===== config.mk =====
export PLATFORM = sky130hd
export DESIGN_NAME = mem_access_arbiter
export DESIGN_NICKNAME = d
export VERILOG_FILES = /design/src/rtl/mem_access_arbiter.sv
export SDC_FILE = /design/constraint.sdc
export NUM_CORES = 1
export LEC_CHECK = 0
export CELL_PAD_IN_SITES_DETAIL_PLACEMENT = 2
export CELL_PAD_IN_SITES_GLOBAL_PLACEMENT = 2
export CORE_ASPECT_RATIO = 1.2
export CORE_UTILIZATION = 25
export CTS_BUF_LIST = sky130_fd_sc_hd__clkbuf_8
export CTS_CLUSTER_DIAMETER = 100
export CTS_CLUSTER_SIZE = 30
export DETAILED_ROUTE_END_ITERATION = 12
export GPL_ROUTABILITY_DRIVEN = 0
export PLACE_DENSITY_LB_ADDON = 0.1
export SLEW_MARGIN = 20
export SYNTH_ARGS = -nofsm -noshare
export SYNTH_HDL_FRONTEND = slang
export SYNTH_SLANG_ARGS = --single-unit

===== constraint.sdc =====
create_clock -name CLK -period 3.2 [get_ports CLK]
set_input_delay 0.64 -clock CLK [delete_from_list [all_inputs] [get_ports CLK]]
set_output_delay 0.64 -clock CLK [all_outputs]
set_load 0.02 [all_outputs]

===== src/rtl/mem_access_arbiter.sv =====
// mem_access_arbiter
//   Shares one RAM port between an instruction-fetch requester and a
//   load/store data requester. One requester is granted at a time. The block
//   then runs the RAM MOV/MOC handshake, checks the transfer for alignment,
//   and aborts if the RAM never answers.
//
// Ports
//   CLK, CLR            clock, synchronous active-high reset
//   f_req/f_addr        fetch request (always a word read)
//   f_ack/f_err/f_data  fetch completion pulse, error flag, fetched word
//   d_req/d_rw/d_type   data request, 1=read 0=write, 00 byte 01 half 10 word
//   d_addr/d_wdata      data address and write data
//   d_ack/d_err/d_rdata data completion pulse, error flag, zero-extended read
//   mem_mov/mem_rw/...  RAM strobe, direction, size, address, write data
//   mem_dout/mem_moc    RAM read data and operation-complete
//   busy                high whenever the sequencer is not idle
module mem_access_arbiter #(
    parameter int ADDR_W  = 8,
    parameter int DATA_W  = 32,
    parameter int TIMEOUT = 15,
    parameter int FAIR    = 1
) (
    input  logic              CLK,
    input  logic              CLR,
    input  logic              f_req,
    input  logic [ADDR_W-1:0] f_addr,
    output logic              f_ack,
    output logic              f_err,
    output logic [DATA_W-1:0] f_data,
    input  logic              d_req,
    input  logic              d_rw,
    input  logic [1:0]        d_type,
    input  logic [ADDR_W-1:0] d_addr,
    input  logic [DATA_W-1:0] d_wdata,
    output logic              d_ack,
    output logic              d_err,
    output logic [DATA_W-1:0] d_rdata,
    output logic              mem_mov,
    output logic              mem_rw,
    output logic [1:0]        mem_type,
    output logic [ADDR_W-1:0] mem_addr,
    output logic [DATA_W-1:0] mem_din,
    input  logic [DATA_W-1:0] mem_dout,
    input  logic              mem_moc,
    output logic              busy
);

    typedef enum logic [2:0] {IDLE, ISSUE, WAIT_MOC, DONE, RELEASE} state_t;

    // The cycle counter counts MOV-high cycles, with the ISSUE cycle as the
    // first one. So MOV stays high for TIMEOUT cycles in total before an abort.
    localparam logic [7:0] CNT_LAST = 8'(TIMEOUT - 1);

    state_t            state_reg, state_next;
    logic              grant_data_reg, grant_data_next;  // 1 = data owns the port
    logic              last_data_reg, last_data_next;    // round-robin pointer
    logic              err_reg, err_next;
    logic [7:0]        cnt_reg, cnt_next;
    logic              mov_reg, mov_next;
    logic              rw_reg, rw_next;
    logic [1:0]        type_reg, type_next;
    logic [ADDR_W-1:0] addr_reg, addr_next;
    logic [DATA_W-1:0] din_reg, din_next;
    logic [DATA_W-1:0] f_data_reg, f_data_next;
    logic [DATA_W-1:0] d_rdata_reg, d_rdata_next;

    logic              pick_data;
    logic [1:0]        sel_type;
    logic [ADDR_W-1:0] sel_addr;
    logic              sel_bad;

    function automatic logic misaligned(input logic [1:0] t, input logic [1:0] a);
        case (t)
            2'b00:   misaligned = 1'b0;
            2'b01:   misaligned = a[0];
            2'b10:   misaligned = (a != 2'b00);
            default: misaligned = 1'b1;
        endcase
    endfunction

    function automatic logic [DATA_W-1:0] extend(input logic [1:0] t, input logic [DATA_W-1:0] w);
        case (t)
            2'b00:   extend = {{(DATA_W-8){1'b0}}, w[7:0]};
            2'b01:   extend = {{(DATA_W-16){1'b0}}, w[15:0]};
            default: extend = w;
        endcase
    endfunction

    // Data wins unless fetch is also asking and, in fair mode, data went last.
    assign pick_data = d_req && (!f_req || (FAIR == 0) || !last_data_reg);
    assign sel_type  = pick_data ? d_type : 2'b10;
    assign sel_addr  = pick_data ? d_addr : f_addr;
    assign sel_bad   = misaligned(sel_type, sel_addr[1:0]);

    always_ff @(posedge CLK) begin
        if (CLR) begin
            state_reg      <= IDLE;
            grant_data_reg <= 1'b0;
            last_data_reg  <= 1'b0;
            err_reg        <= 1'b0;
            cnt_reg        <= '0;
            mov_reg        <= 1'b0;
            rw_reg         <= 1'b0;
            type_reg       <= '0;
            addr_reg       <= '0;
            din_reg        <= '0;
            f_data_reg     <= '0;
            d_rdata_reg    <= '0;
        end else begin
            state_reg      <= state_next;
            grant_data_reg <= grant_data_next;
            last_data_reg  <= last_data_next;
            err_reg        <= err_next;
            cnt_reg        <= cnt_next;
            mov_reg        <= mov_next;
            rw_reg         <= rw_next;
            type_reg       <= type_next;
            addr_reg       <= addr_next;
            din_reg        <= din_next;
            f_data_reg     <= f_data_next;
            d_rdata_reg    <= d_rdata_next;
        end
    end

    always_comb begin
        state_next      = state_reg;
        grant_data_next = grant_data_reg;
        last_data_next  = last_data_reg;
        err_next        = err_reg;
        cnt_next        = cnt_reg;
        mov_next        = mov_reg;
        rw_next         = rw_reg;
        type_next       = type_reg;
        addr_next       = addr_reg;
        din_next        = din_reg;
        f_data_next     = f_data_reg;
        d_rdata_next    = d_rdata_reg;
        case (state_reg)
            IDLE: begin
                if (f_req || d_req) begin
                    grant_data_next = pick_data;
                    last_data_next  = pick_data;
                    rw_next         = pick_data ? d_rw : 1'b1;
                    type_next       = sel_type;
                    addr_next       = sel_addr;
                    din_next        = pick_data ? d_wdata : '0;
                    if (sel_bad) begin
                        // Bad transfers never touch the RAM.
                        err_next   = 1'b1;
                        state_next = DONE;
                    end else begin
                        err_next   = 1'b0;
                        mov_next   = 1'b1;
                        state_next = ISSUE;
                    end
                end
            end
            ISSUE: begin
                cnt_next   = 8'd1;
                state_next = WAIT_MOC;
            end
            WAIT_MOC: begin
                if (mem_moc) begin
                    mov_next   = 1'b0;
                    state_next = DONE;
                    if (!grant_data_reg) begin
                        f_data_next = mem_dout;
                    end else if (rw_reg) begin
                        d_rdata_next = extend(type_reg, mem_dout);
                    end
                end else if (cnt_reg >= CNT_LAST) begin
                    mov_next   = 1'b0;
                    err_next   = 1'b1;
                    state_next = DONE;
                end else begin
                    cnt_next = cnt_reg + 8'd1;
                end
            end
            DONE: begin
                state_next = RELEASE;
            end
            RELEASE: begin
                // A MOC still high from the last op must not start the next one.
                if (!mem_moc) begin
                    state_next = IDLE;
                end
            end
            default: state_next = IDLE;
        endcase
    end

    assign f_ack    = (state_reg == DONE) && !grant_data_reg;
    assign d_ack    = (state_reg == DONE) && grant_data_reg;
    assign f_err    = f_ack && err_reg;
    assign d_err    = d_ack && err_reg;
    assign f_data   = f_data_reg;
    assign d_rdata  = d_rdata_reg;
    assign mem_mov  = mov_reg;
    assign mem_rw   = rw_reg;
    assign mem_type = type_reg;
    assign mem_addr = addr_reg;
    assign mem_din  = din_reg;
    assign busy     = (state_reg != IDLE);

endmodule


# Yosys cells after proc, flatten, opt, wreduce, memory -nomap -nowiden
# Cells that the tools add are included.
# classes
add_sub_neg,1
multipliers,0
div,0
magnitude_cmp,1
n_eq_ne,14
n_shift,0
muxes,25
bitwise_logic,1
n_reduce_logical,23
# ops
cell,n
32-bit case mux with 2 select lines,1
32-bit two-way mux,1
8-bit two-way mux,3
8-bit case mux with 2 select lines,1
3-bit case mux with 5 select lines,1
3-bit two-way mux,4
"2-bit inequality test, second input constant",6
4-bit AND reduction,3
1-bit two-way mux,9
3-bit AND reduction,3
"8-bit by 1-bit adder with 8-bit output, second input constant",1
"8-bit by 4-bit >= comparator with 1-bit output, second input constant",1
"3-bit by 2-bit equality test with 1-bit output, second input constant",2
2-bit nonzero test,3
1-bit logical AND,5
"2-bit by 1-bit equality test with 1-bit output, second input constant",2
2-bit zero test,2
2-bit two-way mux,2
1-bit case mux with 2 select lines,2
"3-bit by 1-bit equality test with 1-bit output, second input constant",1
"3-bit equality test, second input constant",1
3-bit zero test,1
"3-bit inequality test, second input constant",1
1-bit case mux with 3 select lines,1
6 further kinds,8
# word_totals
register_bits,121
latchBits,0
ram_bits,0
rom_bits,0
inputBits,88
output_inout_bits,113
word_cells,76
mem_count,0

# Depth between registers and ports, before layout
# Gate-level depths: netlist (run 1).
# depth
depth_word,9
ltp_mapped,7
ltp_nobuf,6

# Least setup slack after synthesis (run 1)
# Ideal clock, no wire load.
# synth_timing
path_kind,register to output
startpoint,register state_reg[2]
endpoint,output f_err
arrival_ns,1.244
required_ns,2.560
setup_slack_ns,1.316
path_stages_with_launch,6
path_buffers,1
path_cell_list,dfxtp_1 buf_2 nor2b_1 nand2_1 nor2_1 and2_1
# synth_between
elab_chain_cells,3
# synth_lines
item,line,rtl
"start, declared",54,"state_t state_reg, state_next;"
"start signal, assigned",110,state_reg <= state_next;
3-bit by 2-bit equality test with 1-bit output,192,assign f_ack = (state_reg == DONE) && !grant_data_reg;
1-bit logical AND,192,
via f_ack,27,"output logic f_ack,"
1-bit logical AND,194,assign f_err = f_ack && err_reg;
"end, declared",28,"output logic f_err,"
# The timed path passes the listed nets, and every way through them passes these cells.

# Final worst setup path (run 1)
# layout_timing
startpoint,register state_reg[1]
endpoint,output f_err
# layout_between
elab_chain_cells,3
# layout_lines
item,line
3-bit by 2-bit equality test with 1-bit output,192
1-bit logical AND,192
1-bit logical AND,194
# No other way between the ends.

==> out/results.ini, run 1 <==
[outcome]
run_status = finished, final reports clean

[timing]
achievable-frequency_mhz = 360.8
timing.slew.headroom_pct = 66.33
hold_viol = 0
final.min_clock_period_ns = 2.772
final.setup.tns_ns = 0
worst_slack_ns = 0.4281
grt_setup_unrepaired = no
final_max_slew_viol_count = 0
tightest_slew_ns = 0.5004
finalSetupViolCount = 0
fin_skew_ns = 0.009505
min_period_over_period_pct = 86.62

[detailed_routing]
drt_iter0_drc = 117
detail_route.vias_per_cell = 4.762
num_vias = 4495
drt_pass1_iterations = 4
drc = 0
postRouteWirelength_um = 16120
antenna_left = 0
routed_wire_length_per_instance_um = 17.08

[place]
port-buffer-count = 200
postPlaceCellArea_mm2 = 0.006666
detailed_place_hpwl_um = 11520
place_worst_setup_slack_ns = 0.6676

[yosys]
combinational_family_with_the_most_area_after_synthesis = simple AND/OR/NAND/NOR gates
syn-num-nets = 612
ys_warn_count = 0
postSynthCellCount = 522
synth.distinct_cells = 44
synth-simple-area-share_pct = 21.18
xor_xnor_share_of_the_synthesized_area_pct = 0
synthesized_area_fraction_occupied_by_ao_oa_aoi_and_oai_cells_pct = 17.79
syn_area_mm2 = 0.004467
synth_adder_area_share_pct = 0.5602
synth_top_flop_cell = dfxtp_1
synth_async_sr_flop_share_pct = 0
synth_enable_flop_cells = 0
postSynthRegisterBits = 121
yosys-mux-area-fraction_pct = 1.793
synth-seq-area-share_pct = 54.23
syn_avg_cell_area_um2 = 8.557

[hold_path]
hold_path.class = register to register

[global_route]
gr-total-overflow = 0
pin_count_of_the_biggest_net_entering_global_routing = 80
first_global_vias = 5022
grt_antenna_before_repair = 0
grt_pass1_wl_um = 25410
grt_util_all_layers_pct = 18.12

[critical_path]
timing.critical_path.arrival_ns = 2.13
cp_class = register to output pin
endpoint_type_of_the_worst_setup_path = output pin
cp-start-kind = register
critical_path_required_ns = 2.56
critical_path_peak_fanout = 8

[clock_tree]
cts-root-to-sink-buffers = 2
cts_tree = yes
worst_skew_pair.late_latency_ns = 0.44
cts_setup_buffers = 0
clock-sinks = 121
post_cts_resize_count = 0
cts_inserted_buffers = 17
cts_root_buffer = clkbuf_8
worst_setup_hold_path_clk_slew_ns = 0.07
h-tree-depth = 4
cts_hold_buffers = 0

[final_layout]
antenna_diode_instance_count = 0
syn_to_final_growth_pct = 57.98
fillers = 1969
num-nets-final = 801
final_design_area_no_fill_mm2 = 0.007057
layout-drive-gt1-share_pct = 7.044

[power]
power_frac_seq_pct = 43.9
peakVddDrop_uv = 196.4
static_leakage_nw = 2.472
intPower_mw = 2.690
switchingPower_mw = 1.123
switching_share_pct = 29.45
power_density_mw_per_mm2 = 540.3
p_comb_share_pct = 20.9
part_of_the_power_in_the_clock_network_pct = 35.2

[die]
initial_utilization_pct = 25.51
floorplan.die.height_um = 148.4
core_area_mm2 = 0.01751
number_of_top_level_pins = 201
dieWidth_um = 124.0
core.rowCount = 53
fp.dieArea_mm2 = 0.01841

[run]
cap_violations = 0

-- path summary, 6_finish.rpt --
| check | end | slack (ns) | cells after the start | start |
|---|---|---|---|---|
| worst max-delay path | f_err | 0.43 | 5 | state_reg[1] |
| worst min-delay path | f_data[13] | 0.46 | 2 | f_data[13] |
| worst max register to register | mem_addr[2] | 1.24 | 6 | state_reg[2] |
| worst min register to register | f_data[13] | 0.46 | 2 | f_data[13] |
-- power groups by stage --
| stage | sequential, mW | combinational (mW) | clock, mW |
|---|---|---|---|
| 4_1_cts | 1.67 | 0.815 | 1.40 |
| 2_1_floorplan | 1.79 | 0.311 | 0 |
| 3_3_place_gp | 1.70 | 0.787 | 0 |
| 5_1_grt | 1.69 | 0.868 | 1.47 |
| 6_report | 1.67 | 0.798 | 1.34 |
| 3_5_place_dp | 1.71 | 0.810 | 0 |
-- worst max-delay path, cell delays in order (launching register included) --
cell             delay (ns)
dfxtp_1                0.48
nor2b_1                0.22
nand2_1                0.10
nor2_1                 0.15
and2_1                 0.14
clkdlybuf4s50_1        0.60
-- cells in the final DEF (no fill, tap or decap), drive strengths merged, types with 3 or more instances in the layout --
| cell | netlist | routed |
|---|---|---|
| dfxtp | 121 | 121 |
| a211oi | 10 | 10 |
| nor3b | 3 | 3 |
| mux2i | 8 | 8 |
| nand3 | 31 | 31 |
| o21a | 4 | 4 |
| nor3 | 3 | 3 |
| buf | 16 | 12 |
| clkinvlp | 0 | 3 |
| clkbuf | 25 | 19 |
| a22oi | 32 | 32 |
| and2 | 5 | 5 |
| inv | 5 | 6 |
| a21oi | 69 | 69 |
| clkdlybuf4s50 | 0 | 199 |
| nor2 | 51 | 51 |
| nand2 | 109 | 109 |
| clkinv | 0 | 7 |
-- per-layer routing --
metal	global-route usage [%]	part of all wire, %	up-vias
li1	-	-	2166
met1	18.18	39	2164
met2	32.47	50	144
met3	7.745	9.0	21
met4	7.143	1.9	0
met5	0	0	-
-- cells by family after synthesis --
| group | after synthesis |
|---|---|
| simple gates | 216 |
| compound gates | 129 |
| flops | 121 |
| buf+inv | 46 |
| mux | 8 |
| fa+ha+maj | 2 |
-- layout make-up --
| cell class | count | area, um2 | share of cell area (%) |
|---|---|---|---|
| inverter | 5 | 18.77 | 0.2660 |
| sequential | 121 | 2422 | 34.33 |
| clock buffer | 19 | 261.5 | 3.706 |
| tap | 220 | 275.3 | 3.901 |
| clock inverter | 13 | 128.9 | 1.826 |
| multi-input combinational | 355 | 1856 | 26.29 |
| timing repair buffer | 211 | 2095 | 29.68 |
-- per-stage QoR --
stage / utilization [%] / cells / power [mW] / hold WS [ns]
after floorplan: - / 522 / 2.098 / 0.4410
after CTS: 40.31 / 944 / 3.891 / 0.4592
after detailed placement: 38.08 / 912 / 2.517 / 0.4489
final: 40.31 / 944 / 3.812 / 0.4568
after global routing: 40.31 / 944 / 4.024 / 0.4829
after global placement: 38.08 / 912 / 2.488 / 0.4381
-- cell usage after synthesis, types with 2 or more instances --
master	number	area share (%)
a211oi_1	10	1.7
a21boi_1	2	0.34
a21oi_1	69	7.7
a22oi_1	32	5.4
a311oi_1	2	0.39
and2_1	5	0.70
and3_1	2	0.28
buf_2	12	1.3
buf_4	3	0.50
clkbuf_1	25	2.1
dfxtp_1	121	54
ha_1	2	0.56
inv_1	4	0.34
mux2i_1	8	1.8
nand2_1	109	9.2
nand3_1	31	3.5
nand3b_1	2	0.34
nand4_1	2	0.28
nor2_1	50	4.2
nor3_1	2	0.22
nor3b_2	2	0.56
o21a_1	4	0.67
or3_1	2	0.28
(Power assumes the default switching activity.)
==> run 2: changes to the inputs <==
--- a/config.mk
+++ b/config.mk
@@ -14,7 +14,8 @@
 export CTS_CLUSTER_SIZE = 30
 export DETAILED_ROUTE_END_ITERATION = 12
 export GPL_ROUTABILITY_DRIVEN = 0
-export PLACE_DENSITY_LB_ADDON = 0.1
+export HOLD_SLACK_MARGIN = 0.05
+export PLACE_DENSITY = 0.94
 export SLEW_MARGIN = 20
 export SYNTH_ARGS = -nofsm -noshare
 export SYNTH_HDL_FRONTEND = slang
==> run 2 against run 1 <==
  * Sequential cell count unchanged
  * Setup slack improved by 0.075 ns
  * Non-clock buffer count decreased by 1
  * Clock power increased by 4%
  * Die area is the same
  * Critical endpoint unchanged
  * Wire length grew 5.1%
  * Largest cell class unchanged
==> out/results.ini, run 2 (same netlist as run 1, synthesis figures left out) <==
[detailed_routing]
drt_iter0_drc = 132  ; +13%
drt_pass1_iterations = 4  ; unchanged
drc = 0  ; unchanged
routed_wire_length_per_instance_um = 17.97  ; +5.2%
num_vias = 4531  ; +0.80%
antenna_left = 0  ; unchanged
detail_route.vias_per_cell = 4.805  ; +0.91%
postRouteWirelength_um = 16940  ; +5.1%

[timing]
tightest_slew_ns = 0.6536  ; +0.1531 ns
timing.slew.headroom_pct = 56.43  ; -9.9 points
final.min_clock_period_ns = 2.697  ; -0.07529 ns
grt_setup_unrepaired = no
achievable-frequency_mhz = 370.8  ; +2.8%
worst_slack_ns = 0.5034  ; +0.07529 ns
min_period_over_period_pct = 84.27  ; -2.4 points
final.setup.tns_ns = 0  ; unchanged
finalSetupViolCount = 0  ; unchanged
hold_viol = 0  ; unchanged
fin_skew_ns = 0.01242  ; +0.002916 ns
final_max_slew_viol_count = 0  ; unchanged

[clock_tree]
worst_skew_pair.late_latency_ns = 0.44  ; about the same
worst_setup_hold_path_clk_slew_ns = 0.07  ; about the same
cts_setup_buffers = 0  ; unchanged
h-tree-depth = 4  ; unchanged
cts-root-to-sink-buffers = 2  ; unchanged
cts_tree = yes
cts_root_buffer = clkbuf_8
cts_hold_buffers = 0  ; unchanged
clock-sinks = 121  ; unchanged
post_cts_resize_count = 0  ; unchanged
cts_inserted_buffers = 17  ; unchanged

[final_layout]
antenna_diode_instance_count = 0  ; unchanged
syn_to_final_growth_pct = 58.29
fillers = 1986  ; +0.86%
final_cells = 943  ; -0.11%
layout.cells.most_common = clkdlybuf4s50_1
layout-drive-gt1-share_pct = 7.054  ; +0.0097 points
num-nets-final = 800  ; -0.12%
layout.cells.most_common_list = clkdlybuf4s50_1 (199), dfxtp_1 (121), nand2_1 (109)

[run]
cap_violations = 0  ; unchanged

[die]
initial_utilization_pct = 25.51  ; unchanged
core.rowCount = 53  ; unchanged
number_of_top_level_pins = 201  ; unchanged
core_area_mm2 = 0.01751  ; unchanged
fp.dieArea_mm2 = 0.01841  ; unchanged
dieWidth_um = 124.0  ; unchanged
floorplan.die.height_um = 148.4  ; unchanged

[place]
detailed_place_hpwl_um = 12150  ; +5.5%
place_inst = 911  ; -0.11%
place_worst_setup_slack_ns = 0.7001  ; +0.03243 ns
port-buffer-count = 200  ; unchanged

[global_route]
pin_count_of_the_biggest_net_entering_global_routing = 61  ; -24%
first_global_vias = 4998  ; -0.48%
grt_pass1_wl_um = 26410  ; +3.9%
gr-total-overflow = 0  ; unchanged
grt_antenna_before_repair = 0  ; unchanged
grt_util_all_layers_pct = 19.00  ; +0.88 points

[power]
static_leakage_nw = 2.464  ; -0.33%
intPower_mw = 2.676  ; -0.48%
switchingPower_mw = 1.207  ; +7.5%
part_of_the_power_in_the_clock_network_pct = 35.9  ; +0.7 points
power_frac_seq_pct = 43.2  ; -0.7 points
p_comb_share_pct = 20.9  ; about the same
switching_share_pct = 31.09  ; +1.6 points
peakVddDrop_uv = 211.5  ; +7.7%
power_density_mw_per_mm2 = 549.3  ; +1.7%

[outcome]
run_status = finished, final reports clean

[critical_path]
timing.critical_path.arrival_ns = 2.06  ; -0.07 ns
cp-start-kind = register
endpoint_type_of_the_worst_setup_path = output pin
critical_path_peak_fanout = 8  ; unchanged
critical_path_required_ns = 2.56  ; about the same
cp_class = register to output pin

[hold_path]
hold_path.class = register to register

==> run 2: cell count changes in the layout (fill, tap and decap cells not counted), sizes merged <==
cell / previous run / this run
inv: 6 / 11
clkinv: 7 / 3
clkbuf: 19 / 17
buf: 12 / 11
clkinvlp: 3 / 4
==> run 2: area by class of cell <==
cell class / instances / area (um2) / share of cell area, %
flip-flops and latches: 121 / 2422 / 34.26
repair buffers: 210 / 2100 / 29.69
multi-input cells: 355 / 1856 / 26.24
well taps: 220 / 275.3 / 3.893
clock buffers: 17 / 234.0 / 3.309
clock inverters: 15 / 165.2 / 2.336
inverters: 5 / 18.77 / 0.2654
==> run 2: metrics by stage <==
stage | total power [mW] | area (um2) | hold WS (ns) | utilization (%)
3_5_place_dp | 2.532 | 6671 | 0.4457 | 38.11
2_1_floorplan | 2.098 | 4467 | 0.4410 | -
3_3_place_gp | 2.498 | 6671 | 0.4382 | 38.11
4_1_cts | 3.954 | 7071 | 0.4560 | 40.39
6_report | 3.884 | 7071 | 0.4530 | 40.39
5_1_grt | 4.076 | 7071 | 0.4697 | 40.39
==> run 2: layer usage <==
| layer | global-route usage [%] | wire, um | share of wire, % | up-vias |
|---|---|---|---|---|
| li1 | - | - | - | 2164 |
| met1 | 19.50 | 6453 | 38 | 2192 |
| met2 | 35.50 | 9174 | 54 | 151 |
| met3 | 5.406 | 938 | 5.5 | 24 |
| met4 | 7.500 | 378 | 2.2 | 0 |
| met5 | 0 | 0 | 0 | - |
==> run 2: worst paths after layout <==
kind | from | depth (start not counted) | slack, ns | to
hold / removal | d_rdata[20] | 2 | 0.45 | d_rdata[20]
hold reg to reg | d_rdata[20] | 2 | 0.45 | d_rdata[20]
setup reg to reg | state_reg[2] | 6 | 1.17 | mem_type[0]
setup / recovery | state_reg[1] | 5 | 0.50 | f_err
==> run 2: power groups by stage <==
stage | Sequential (mW) | Combinational (mW) | Clock, mW
2_1_floorplan | 1.79 | 0.311 | 0
3_3_place_gp | 1.71 | 0.792 | 0
3_5_place_dp | 1.71 | 0.819 | 0
4_1_cts | 1.68 | 0.827 | 1.45
5_1_grt | 1.69 | 0.875 | 1.51
6_report | 1.68 | 0.813 | 1.39
==> run 2: critical path, cell delays in order (launching register included) <==
cell and delay [ns]:
dfxtp_1 0.46, nor2b_1 0.20, nand2_1 0.09, nor2_1 0.14, and2_1 0.14, clkdlybuf4s50_1 0.60
